===== src/rtl/mux4x1_scan_ctrl.sv =====
// -----------------------------------------------------------------------------
// mux4x1_scan_ctrl
//
// Sequencer that walks the select lines of a 4:1 data-flow mux across the
// enabled channels and snapshots the mux output y for each channel into a
// 4-bit sample register. Supports single-shot (start) and continuous (cont)
// scans, a per-channel enable mask latched at scan start, and a programmable
// per-channel dwell time.
//
// Parameters:
//   DWELL    cycles each channel's select is held before y is captured (1..255)
//
// Ports:
//   clk      rising-edge clock
//   rst      synchronous active-high reset
//   start    single-cycle scan request, honoured only while idle
//   cont     continuous mode: an idle controller restarts a scan on its own
//   chan_en  channel enable mask, bit k enables mux channel k
//   y        mux output (combinational from the mux data and s1/s0)
//   s1, s0   registered mux selects; channel k is driven as {s1,s0} = ~k
//   sample   snapshot, sample[k] holds y captured while channel k was selected
//   busy     high while a scan is dwelling on channels
//   done     one-cycle pulse in the cycle after the final capture
// -----------------------------------------------------------------------------
module mux4x1_scan_ctrl #(
  parameter int DWELL = 2
) (
  input  logic       clk,
  input  logic       rst,
  input  logic       start,
  input  logic       cont,
  input  logic [3:0] chan_en,
  input  logic       y,
  output logic       s1,
  output logic       s0,
  output logic [3:0] sample,
  output logic       busy,
  output logic       done
);

  localparam int               CNT_W    = $clog2(DWELL + 1);
  localparam logic [CNT_W-1:0] CNT_LAST = CNT_W'(DWELL - 1);
  localparam logic [CNT_W-1:0] CNT_ZERO = {CNT_W{1'b0}};
  localparam logic [CNT_W-1:0] CNT_ONE  = CNT_W'(1);

  localparam logic [1:0] ST_IDLE  = 2'd0;
  localparam logic [1:0] ST_DWELL = 2'd1;
  localparam logic [1:0] ST_DONE  = 2'd2;

  // Lowest set bit of a non-empty mask (returns 0 for an empty mask).
  function automatic logic [1:0] lowest_ch(input logic [3:0] m);
    logic [1:0] ch;
    ch = 2'd0;
    for (int k = 3; k >= 0; k--) begin
      ch = m[k] ? 2'(k) : ch;
    end
    return ch;
  endfunction

  // Next set bit strictly above cur, packed as {found, channel}.
  function automatic logic [2:0] next_ch(input logic [3:0] m, input logic [1:0] cur);
    logic [2:0] r;
    r = 3'b000;
    for (int k = 3; k >= 0; k--) begin
      r = (m[k] && (k > int'(cur))) ? {1'b1, 2'(k)} : r;
    end
    return r;
  endfunction

  logic [1:0]       state_r;
  logic [1:0]       cur_ch_r;
  logic [1:0]       sel_r;
  logic [CNT_W-1:0] cnt_r;
  logic [3:0]       mask_r;
  logic [3:0]       sample_r;
  logic             busy_r;
  logic             done_r;

  logic [1:0]       first_s;
  logic [2:0]       nxt_s;
  logic             last_s;

  // Channel lookahead and end-of-dwell detection.
  always_comb begin
    first_s = lowest_ch(chan_en);
    nxt_s   = next_ch(mask_r, cur_ch_r);
    last_s  = (cnt_r == CNT_LAST);
  end

  // Scan sequencer: state, channel pointer, dwell counter and snapshot.
  always_ff @(posedge clk) begin
    if (rst) begin
      state_r  <= ST_IDLE;
      cur_ch_r <= 2'd0;
      sel_r    <= 2'b11;
      cnt_r    <= CNT_ZERO;
      mask_r   <= 4'b0000;
      sample_r <= 4'b0000;
      busy_r   <= 1'b0;
      done_r   <= 1'b0;
    end else begin
      done_r <= 1'b0;
      case (state_r)
        ST_IDLE: begin
          if (start || cont) begin
            mask_r <= chan_en;
            if (chan_en != 4'b0000) begin
              cur_ch_r <= first_s;
              sel_r    <= ~first_s;
              cnt_r    <= CNT_ZERO;
              busy_r   <= 1'b1;
              state_r  <= ST_DWELL;
            end else begin
              // Nothing to scan: still complete the handshake with a done pulse.
              state_r <= ST_DONE;
              done_r  <= 1'b1;
            end
          end else begin
            state_r <= ST_IDLE;
          end
        end
        ST_DWELL: begin
          if (last_s) begin
            // y reflects the select held for the whole dwell; capture it now.
            sample_r[cur_ch_r] <= y;
            cnt_r              <= CNT_ZERO;
            if (nxt_s[2]) begin
              cur_ch_r <= nxt_s[1:0];
              sel_r    <= ~nxt_s[1:0];
            end else begin
              state_r <= ST_DONE;
              busy_r  <= 1'b0;
              done_r  <= 1'b1;
            end
          end else begin
            cnt_r <= cnt_r + CNT_ONE;
          end
        end
        ST_DONE: begin
          // Selects keep the last channel until the next scan begins.
          state_r <= ST_IDLE;
        end
        default: begin
          state_r <= ST_IDLE;
          busy_r  <= 1'b0;
        end
      endcase
    end
  end

  assign s1     = sel_r[1];
  assign s0     = sel_r[0];
  assign sample = sample_r;
  assign busy   = busy_r;
  assign done   = done_r;

endmodule


===== config.mk =====
export PLATFORM = sky130hd
export DESIGN_NAME = mux4x1_scan_ctrl
export DESIGN_NICKNAME = d
export VERILOG_FILES = /design/src/rtl/mux4x1_scan_ctrl.sv
export SDC_FILE = /design/constraint.sdc
export NUM_CORES = 1
export LEC_CHECK = 0
export BUFFER_PORTS_ARGS = -buffer_cell sky130_fd_sc_hd__buf_4
export CAP_MARGIN = 25
export CORE_MARGIN = 10
export CORE_UTILIZATION = 40
export CTS_BUF_LIST = sky130_fd_sc_hd__clkbuf_2
export CTS_CLUSTER_SIZE = 30
export DETAILED_ROUTE_END_ITERATION = 16
export GPL_ROUTABILITY_DRIVEN = 0
export PLACE_DENSITY_LB_ADDON = 0.15
export SLEW_MARGIN = 10
export SYNTH_ARGS = -nofsm -noshare
export SYNTH_HDL_FRONTEND = slang
export SYNTH_SLANG_ARGS = --single-unit

===== constraint.sdc =====
create_clock -name clk -period 1.7 [get_ports clk]
set_input_delay 0.34 -clock clk [delete_from_list [all_inputs] [get_ports clk]]
set_output_delay 0.34 -clock clk [all_outputs]
set_load 0.05 [all_outputs]

==> reports/qor.txt <==
CTS resizes - 0
post-CTS setup buffer count - 0
Synthesized Nets - 95
CP top delay family - simple AND/OR/NAND/NOR gates
area of the multi-input gates - 424 um2
top_reg_cell synth - dfxtp_1
NetSw - 0.371 mW
Power, Total - 1.01 mW
Mean Syn Cell Area - 9.19 um2
initial drt markers - 6
switch share - 36.9%
Worst Path Max Fanout - 8
Final Skew - 0.000627 ns
first drt pass iteration count - 3
DRC viols - 0
Crit. End Element - flip-flop
CP Cell Sequence - nor2b_2 -> nand2b_2 -> or3_1 -> a211oi_1
Slew @ Worst Pin - 0.640 ns
clock tree from TritonCTS - yes
Max-Slew Margin vs Limit - 57.0%
PwrDens - 1040 nW/um2
Clk pwr share - 18.1%
Cells after Synth - 86
Final period util - 90.5%
Clk Tree Root Cell - clkbuf_2
P_leak - 0.386 nW
grt ovf - 0
Reg clk slew, reported paths - 0.16 ns
startpoint types - flip-flop
Worst Hold Class - input pin to flip-flop
status - complete, no violations
Reg power frac - 49.1%
FF-to-FF setup slack - 0.16 ns
initial antenna violation count - 0
area delta synth->final - 22.0%
Fin Hold WS - 0.293 ns
RSZ-0062 raised after global routing - false
worst hold path depth - 3
Die W - 64.5 um
die area - 4160 um2
Avg Vias per Cell - 4.88
Fillers - 194
synthesized cell area - 791 um2
Min Clock Period, post-route - 1.54 ns
I/O Pins - 17
number of synthesized flops with an enable pin - 0
Worst EP arrival - 1.77 ns
Syn. warnings - 0
top cells by count, synth - 17 x dfxtp_1, 16 x nor2_1, 9 x mux2i_1
Crit Path Class - flip-flop to flip-flop
data required time of the worst path - 1.93 ns
Clock Latency Late Sink - 0.29 ns
setup TNS - 0 ns
most used routing layer in global routing - met2
fraction of layout cells with a size suffix above 1 - 24.8%
RR Startpoint - state_r[0]
CTS Buf Count - 3
met1 usage - 8.89%
Worst path slowest cell - dfxtp_1
Hold Violations, Final - 0
clock sink total - 17
synthesis-stage register bit count - 17
Core ar. - 1920 um2
combinational power share - 32.7%
Cells after DPL - 128
Inserted Diodes - 0
Max-Cap Viols - 0
Max Clock Freq - 0.650 GHz
WL/cell - 12.6 um
met3 usage - 3.44%
worst hold path startpoint - y
Nets - 115
worst hold path endpoint - sample[3]
DRT antenna net count - 0
count leader, synth - dfxtp_1
worst setup slack after layout - 0.162 ns
Internal - 0.635 mW
met2 usage - 14.4%
Async S/R FF share, synth - 0%
Largest stage delay, worst path - 0.50 ns
Peak supply drop - 0.000541 V
Slew Limit Fails - 0
Distinct cells, synth - 31
Hold-fix buffers, CTS - 0
port buffer count - 16
largest net degree at the start of global routing - 19
GR Util All Layers - 8.67%
global-route wire length before repair - 2.88 mm
worst r2r dst - done
area leader, netlist - dfxtp_1
Setup-failing EPs final - 0
Buf/Inv on CP - 0
routed via count - 644
Area contributors post-synth - dfxtp_1 43%, mux2i_1 11%, nor2_1 7.6%
Storage cell area - 340 um2
Synth top area share - 43.0%
H-tree levels - 1
final WL - 1.67 mm
die height - 64.5 um
DPL Wire Length - 1.28 mm
Finished Layout Cells - 132
clk buf depth - 2
Seq/Total Area, Yosys - 43.0%
Initial Util - 41.1%
row count - 16
vias in the first global route - 660
Place WS - 0.0762 ns
R2R cell count - 4
## cell usage in the layout, fill, tap and decap left out, types with 2 or more instances in the layout
master,synthesis,final
mux2i_1,9,9
o31ai_1,2,2
nor3_1,6,6
nor2_1,16,16
buf_4,0,17
nand2_1,2,2
a211oi_1,3,3
dfxtp_1,17,17
inv_1,5,5
clkbuf_2,0,3
o21ai_1,2,2
or3_1,2,2
## flip-flops by register name, summed over array words and instances (netlist names)
signal    count
cur_ch_r      2
sample        4
state_r       2
sel_r         2
cnt_r         2
mask_r        3
busy          1
done          1
## cells by family after synthesis
family                 after synthesis  synth area share (%)
and+or+nand+nor                     35                  23.4
AOI/OAI and AO/OA                   17                  17.4
DFF                                 17                  43.0
muxes                               10                  12.8
buffers and inverters                7                  3.32
## metrics by stage
stage               utilization [%]  area [um2]
floorplan                         -         791
global placement               49.2         945
detailed placement             49.2         945
CTS                            50.2         965
global route                   50.2         965
finish                         50.2         965
## power by group through the flow
stage	clock, mW	combinational [mW]	sequential (mW)
4_1_cts	0.195	0.333	0.495
5_1_grt	0.212	0.362	0.501
3_3_place_gp	0	0.333	0.503
6_report	0.183	0.329	0.495
2_1_floorplan	0	0.181	0.555
3_5_place_dp	0	0.332	0.504
## cell type report
class | instances | share of cell area [%]
Timing Repair Buffer | 17 | 13.2
Clock buffer | 3 | 1.56
Sequential cell | 17 | 35.3
Clock inverter | 1 | 0.519
Tap cell | 27 | 3.50
Inverter | 5 | 1.95
Multi-Input combinational cell | 62 | 44.0
## how the worst max path moves through the flow
stage	from	slack, ns	end	depth (start not counted)
4_1_cts	state_r[0]	0.14	done	4
3_3_place_gp	chan_en[2]	0.12	cnt_r[1]	5
2_1_floorplan	chan_en[2]	0.28	cur_ch_r[0]	4
6_report	state_r[0]	0.16	done	4
3_5_place_dp	chan_en[2]	0.08	cnt_r[1]	5
5_1_grt	state_r[0]	0.03	state_r[1]	4
## worst reg2reg max path, delay by kind of cell, from the launching register on
kind | cells | cell delay, ns
AND/OR/NAND/NOR | 3 | 0.74
flip-flops | 1 | 0.50
AO/OA/AOI/OAI | 1 | 0.23
## per-layer routing
layer,wire [um],vias up
met4,17,0
met1,732,287
met3,85,2
li1,-,346
met2,832,9
met5,0,-
(Power assumes the default switching activity.)
